[src/rtl/mem_sequencer.sv]
// mem_sequencer: CPU-side bus sequencer for a word-addressed RAM with
// separate byte-lane write strobes. One request per REQ/ACK handshake;
// address and write data are registered, strobes are timed by a wait
// counter, and byte reads are lane-selected and zero/sign-extended.
module mem_sequencer #(
    parameter int RD_WAIT = 1,
    parameter int WR_WAIT = 1
) (
    input  logic        i_clk,
    input  logic        i_reset,
    input  logic        i_cpuReq,
    input  logic        i_cpuWe,
    input  logic        i_cpuByte,
    input  logic        i_cpuHi,
    input  logic        i_cpuSext,
    input  logic [15:0] i_cpuAddr,
    input  logic [15:0] i_cpuWdata,
    output logic [15:0] o_cpuRdata,
    output logic        o_cpuAck,
    output logic        o_busy,
    output logic [15:0] o_addr,
    output logic [15:0] o_din,
    input  logic [15:0] i_dout,
    output logic        o_rdn,
    output logic        o_wr0n,
    output logic        o_wr1n
);

    localparam int MAX_WAIT = (RD_WAIT > WR_WAIT) ? RD_WAIT : WR_WAIT;
    localparam int CNT_W    = (MAX_WAIT < 2) ? 1 : $clog2(MAX_WAIT + 1);

    localparam logic [CNT_W-1:0] RD_LOAD = CNT_W'(RD_WAIT);
    localparam logic [CNT_W-1:0] WR_LOAD = CNT_W'(WR_WAIT);
    localparam logic [CNT_W-1:0] CNT_ONE = CNT_W'(1);

    typedef enum logic [1:0] {
        IDLE = 2'd0,
        RD   = 2'd1,
        WR   = 2'd2,
        DONE = 2'd3
    } stateT;

    stateT            r_state;
    stateT            w_nextState;
    logic [CNT_W-1:0] r_cnt;
    logic [CNT_W-1:0] w_nextCnt;

    logic [15:0] r_addr;
    logic [15:0] r_din;
    logic [15:0] r_rdata;
    logic        r_byte;
    logic        r_hi;
    logic        r_sext;
    logic        r_rdn;
    logic        r_wr0n;
    logic        r_wr1n;
    logic        r_ack;

    logic        w_rdnNext;
    logic        w_wr0nNext;
    logic        w_wr1nNext;
    logic        w_ackNext;
    logic        w_load;
    logic        w_capture;
    logic [7:0]  w_byteSel;
    logic [15:0] w_readData;

    // State register and wait counter; reset abandons any transaction in flight
    always_ff @(posedge i_clk) begin
        if (i_reset) begin
            r_state <= IDLE;
            r_cnt   <= '0;
        end else begin
            r_state <= w_nextState;
            r_cnt   <= w_nextCnt;
        end
    end

    // Next-state logic plus the next values of the registered strobes and ACK
    always_comb begin
        w_nextState = r_state;
        w_nextCnt   = r_cnt;
        w_rdnNext   = 1'b1;
        w_wr0nNext  = 1'b1;
        w_wr1nNext  = 1'b1;
        w_ackNext   = 1'b0;
        w_load      = 1'b0;
        w_capture   = 1'b0;
        case (r_state)
            IDLE: begin
                if (i_cpuReq) begin
                    w_load = 1'b1;
                    if (i_cpuWe) begin
                        w_nextState = WR;
                        w_nextCnt   = WR_LOAD;
                        w_wr0nNext  = i_cpuByte & i_cpuHi;
                        w_wr1nNext  = i_cpuByte & ~i_cpuHi;
                    end else begin
                        w_nextState = RD;
                        w_nextCnt   = RD_LOAD;
                        w_rdnNext   = 1'b0;
                    end
                end
            end
            RD: begin
                if (r_cnt == CNT_ONE) begin
                    w_nextState = DONE;
                    w_capture   = 1'b1;
                    w_ackNext   = 1'b1;
                end else begin
                    w_nextCnt = r_cnt - CNT_ONE;
                    w_rdnNext = 1'b0;
                end
            end
            WR: begin
                if (r_cnt == CNT_ONE) begin
                    w_nextState = DONE;
                    w_ackNext   = 1'b1;
                end else begin
                    w_nextCnt  = r_cnt - CNT_ONE;
                    w_wr0nNext = r_wr0n;
                    w_wr1nNext = r_wr1n;
                end
            end
            DONE: begin
                w_nextState = IDLE;
            end
            default: begin
                w_nextState = IDLE;
            end
        endcase
    end

    // Strobes and ACK come straight from flops so the RAM sees glitch-free edges
    always_ff @(posedge i_clk) begin
        if (i_reset) begin
            r_rdn  <= 1'b1;
            r_wr0n <= 1'b1;
            r_wr1n <= 1'b1;
            r_ack  <= 1'b0;
        end else begin
            r_rdn  <= w_rdnNext;
            r_wr0n <= w_wr0nNext;
            r_wr1n <= w_wr1nNext;
            r_ack  <= w_ackNext;
        end
    end

    // Request capture; address and data hold until the next accepted request
    always_ff @(posedge i_clk) begin
        if (i_reset) begin
            r_addr <= '0;
            r_din  <= '0;
            r_byte <= 1'b0;
            r_hi   <= 1'b0;
            r_sext <= 1'b0;
        end else if (w_load) begin
            r_addr <= i_cpuAddr;
            r_byte <= i_cpuByte;
            r_hi   <= i_cpuHi;
            r_sext <= i_cpuSext;
            if (i_cpuWe) begin
                r_din <= i_cpuByte ? {i_cpuWdata[7:0], i_cpuWdata[7:0]} : i_cpuWdata;
            end
        end
    end

    // Byte lane selection and zero/sign extension of the RAM output
    always_comb begin
        w_byteSel  = r_hi ? i_dout[15:8] : i_dout[7:0];
        w_readData = i_dout;
        if (r_byte) begin
            w_readData = {{8{r_sext & w_byteSel[7]}}, w_byteSel};
        end
    end

    // Read result register; only a completing read updates it
    always_ff @(posedge i_clk) begin
        if (i_reset) begin
            r_rdata <= '0;
        end else if (w_capture) begin
            r_rdata <= w_readData;
        end
    end

    assign o_cpuRdata = r_rdata;
    assign o_cpuAck   = r_ack;
    assign o_busy     = (r_state != IDLE);
    assign o_addr     = r_addr;
    assign o_din      = r_din;
    assign o_rdn      = r_rdn;
    assign o_wr0n     = r_wr0n;
    assign o_wr1n     = r_wr1n;

endmodule

[config.mk]
export PLATFORM = sky130hd
export DESIGN_NAME = mem_sequencer
export DESIGN_NICKNAME = d
export VERILOG_FILES = /design/src/rtl/mem_sequencer.sv
export SDC_FILE = /design/constraint.sdc
export NUM_CORES = 1
export LEC_CHECK = 0
export ABC_CLOCK_PERIOD_IN_PS = 2600
export CORE_MARGIN = 1
export CORE_UTILIZATION = 46
export CTS_BUF_LIST = sky130_fd_sc_hd__clkbuf_2
export CTS_CLUSTER_SIZE = 24
export DETAILED_ROUTE_END_ITERATION = 8
export GPL_TIMING_DRIVEN = 0
export PLACE_DENSITY = 0.95
export RECOVER_POWER = 25
export SETUP_SLACK_MARGIN = 0.02
export SYNTH_ARGS = -nofsm -noshare
export SYNTH_HDL_FRONTEND = slang
export SYNTH_SLANG_ARGS = --single-unit
[constraint.sdc]
create_clock -name i_clk -period 2.6 [get_ports i_clk]
set_input_delay 0.52 -clock i_clk [delete_from_list [all_inputs] [get_ports i_clk]]
set_output_delay 0.52 -clock i_clk [all_outputs]
set_load 0.02 [all_outputs]
==> summary.md <==
The flow ran to the end, and the final reports show no timing, DRC or antenna violations. The synthesized flop and latch total is 58. Half-perimeter wire length after placement: 4.72 mm. Clock-pin slew was measured on the worst setup and hold paths at 0.15 ns.

Aggregate routed wire length: 6.31 mm. The cell area power density is 784 nW/um2. The number of unique standard cell types used by synthesis was 27. Area growth from synthesis to final layout: 48.8%. For the post-synthesis instance area, the log shows 2430 um2.

The tools report the count of TritonRoute iterations in the first routing pass as 4. The total overflow left after global routing is 0. The tools report the max-slew headroom at the worst pin as 0.610.

The logs give 0.477 for the share of synthesized area occupied by flip-flops and latches and 0.230 for the total global-route track usage. The kind of end point of the critical path is a primary output. The worst-case IR drop observed on VDD is 0.528 mV. The transition at the pin with the smallest max-transition slack is 0.585 ns.

The share of async-settable or async-resettable flops after synthesis was 0; the timing-limited maximum frequency was 0.421 GHz. The die is 74.7 um tall. The clock skew is 0.0238 ns, and the count of H-tree levels built during CTS is 3. The logs give 0.45 ns for the clock insertion delay at the later pin of the skew report and 0 for the number of cells upsized or downsized after cts. The number of nets produced by synthesis is 341, and the number of buffer cells added on primary ports is 106. Measured along the x axis, the die boundary spans 74.7 um. The hold violation total from the final report came out at 0. Setup repair after global routing left no endpoint under its margin. Buffers inserted to repair hold after CTS numbered 0. The tools report the total number of vias as 2390. The die covers 5590 um2. The first global-routing pass estimated 9.64 mm of wire. The tools report the total of max-cap violations as 0. The final critical-path required period is 2.37 ns.

The logs give 0 for the max-slew violation count and 421 for the total of fill cells in the finished design. For this run, the number of Yosys warnings is 0. The tools report the number of setup buffers added after CTS as 0. Summing all multi-input logic gate instances after layout gives 1100 um2.

Initial antenna violation count: 0. The critical setup path kind is flop to primary output. In this run, CTS created clock tree buffers numbering 9. Clock tree synthesis selected as its root buffer the cell sky130_fd_sc_hd__clkbuf_2. TritonCTS built the clock tree.

The count of flip-flops with a built-in enable after synthesis was 0. Dividing the synthesized area by the synthesized cell count gives 8.63 um2. The tree built by TritonCTS fans out to 58 sinks. Using the TritonRoute via totals, the vias-per-cell ratio works out to 5.05. For the post-layout instance count excluding filler cells, the log shows 473.

The repair_antennas step left the layout with diodes totalling 0. The routability-driven placement congestion ratio is 0.830, and the setup total negative slack is 0 ns. STA classifies the critical path startpoint as a flop. The type of the most critical hold path was input pin to flop.

The effective utilization at floorplan is 0.476. Data on the critical path is required at its endpoint by 2.08 ns. Biggest cell delay along the critical path: 0.60 ns. The library cells used most frequently in the layout, excluding fill and tap cells, are sky130_fd_sc_hd__clkdlybuf4s50_1 (105), sky130_fd_sc_hd__nand2_1 (66), sky130_fd_sc_hd__dfxtp_1 (58), sky130_fd_sc_hd__a21oi_1 (33), sky130_fd_sc_hd__nor2_1 (26). For this design, the slowest cell found on the critical path is sky130_fd_sc_hd__clkdlybuf4s50_1.

After the first detailed-routing iteration, the DRC count stood at 142. The average wire per standard cell is 13.3 um. The total area inside the core boundary comes to 5110 um2.

The number of antenna-violating nets in the routed design is 0. Pin count of the biggest net entering global routing: 11. The logs give 0 for the number of failing setup endpoints in the final timing report and 2205 for the via count of the first global-routing pass. The ratio of final minimum period to clock period was 0.913; the number of buffer and inverter instances along the worst setup path was 3.

Pin placement for this block handled 108 I/O pins. The data arrival at the endpoint of the critical path was 1.85 ns; the leakage power total was 1.34 nW. Number of core rows: 26. The dominant register cell in the synthesized netlist was sky130_fd_sc_hd__dfxtp_1. Synthesis produced 282 cells. Registers take 1160 um2. The post-route core utilization came out at 0.709. Traced cell by cell, the critical path runs through inv_1 -> ha_1 -> inv_1 -> clkdlybuf4s50_1. The largest fanout on the critical path came out at 6. After layout, the design draws a total of 2.84 mW. The post-placement cell count is 458.

The cell seen most often among critical-path stages was sky130_fd_sc_hd__inv_1. The layout cell share with drive strength beyond 1 is 0.0744. Cell type group with the largest total delay on the critical path: buffers and inverters.

For this run, design rule violations remaining after detail routing come to 0. After the last flow step, the layout net total stands at 458. The library cell used most frequently in the layout, excluding fill and tap cells, is sky130_fd_sc_hd__clkdlybuf4s50_1. No sink is reached through more buffers than the 2 on the longest clock path.
==> worst paths after layout <==
check	from	endpoint	slack, ns	depth (start not counted)
min reg2reg	o_addr[1]$_SDFFE_PP0P_	o_addr[1]$_SDFFE_PP0P_	0.46	2
max reg2reg	r_state[0]$_SDFFE_PP0P_	o_din[7]$_SDFFE_PP0P_	0.64	7
max	r_state[1]$_SDFFE_PP0P_	o_busy	0.23	4
min	i_cpuReq	o_rdn$_SDFF_PP1_	0.38	4
==> worst reg2reg max path, cell delays in order, from the launching register on <==
cell	delay, ns
sky130_fd_sc_hd__dfxtp_1	0.34
sky130_fd_sc_hd__inv_1	0.11
sky130_fd_sc_hd__ha_1	0.28
sky130_fd_sc_hd__and3_1	0.18
sky130_fd_sc_hd__clkbuf_1	0.28
sky130_fd_sc_hd__clkbuf_1	0.46
sky130_fd_sc_hd__nand2_1	0.11
sky130_fd_sc_hd__a21oi_1	0.15
==> power by group <==
part	switching, mW	internal [mW]	leakage [nW]
Sequential	0.0810	1.05	0.474
Combinational	0.647	0.538	0.799
Clock	0.307	0.220	0.0692
Total	1.04	1.80	1.34
==> registers in the layout, summed over array words and instances (netlist names), 2 cells and up <==
name and cells:
o_cpuRdata 16, r_state 2, o_din 16, o_addr 16
==> metrics by stage <==
| stage | setup WS, ns | area [um2] | hold WS (ns) |
|---|---|---|---|
| 6_report | 0.227 | 3620 | 0.381 |
| 5_1_grt | 0.101 | 3620 | 0.394 |
| 4_1_cts | 0.184 | 3680 | 0.347 |
| 3_5_place_dp | 0.561 | 3580 | 0.447 |
| 3_3_place_gp | 0.632 | 3580 | 0.441 |
| 2_1_floorplan | 1.23 | 2430 | 0.434 |
==> per-layer routing <==
layer	vias up	GRT usage	wire [um]	part of all wire
li1	1194	-	-	-
met1	1093	0.276	2770	0.44
met2	93	0.397	3090	0.49
met3	10	0.0469	359	0.057
met4	0	0.107	88	0.014
met5	-	0	0	0
==> cell families after synthesis <==
group,count (synthesis),synth area share
AO/OA/AOI/OAI,62,0.181
adder cells (fa/ha/maj),4,0.0206
buffers and inverters,25,0.0637
flip-flops,58,0.477
multiplexers,9,0.0375
AND/OR/NAND/NOR,124,0.220
==> cell type report <==
class,count,area share
Sequential cell,58,0.321
Multi-Input combinational cell,199,0.303
Timing Repair Buffer,106,0.293
Buffer,21,0.0280
Tap cell,70,0.0242
Clock buffer,11,0.0152
Clock inverter,4,0.0121
Inverter,4,0.00415
==> synthesized netlist by cell type (4+ instances only) <==
| library cell | n | share of area |
|---|---|---|
| sky130_fd_sc_hd__buf_4 | 4 | 0.012 |
| sky130_fd_sc_hd__a21oi_1 | 33 | 0.068 |
| sky130_fd_sc_hd__inv_1 | 4 | 0.0062 |
| sky130_fd_sc_hd__ha_1 | 4 | 0.021 |
| sky130_fd_sc_hd__a311oi_1 | 17 | 0.061 |
| sky130_fd_sc_hd__mux2i_1 | 8 | 0.033 |
| sky130_fd_sc_hd__buf_6 | 5 | 0.023 |
| sky130_fd_sc_hd__nor2_1 | 26 | 0.040 |
| sky130_fd_sc_hd__a211oi_2 | 8 | 0.041 |
| sky130_fd_sc_hd__nand2b_1 | 13 | 0.033 |
| sky130_fd_sc_hd__nand2_1 | 66 | 0.10 |
| sky130_fd_sc_hd__dfxtp_1 | 58 | 0.48 |
| sky130_fd_sc_hd__nand3_1 | 9 | 0.019 |
| sky130_fd_sc_hd__buf_2 | 7 | 0.014 |
Note: power is estimated with default switching activity, not from simulation.
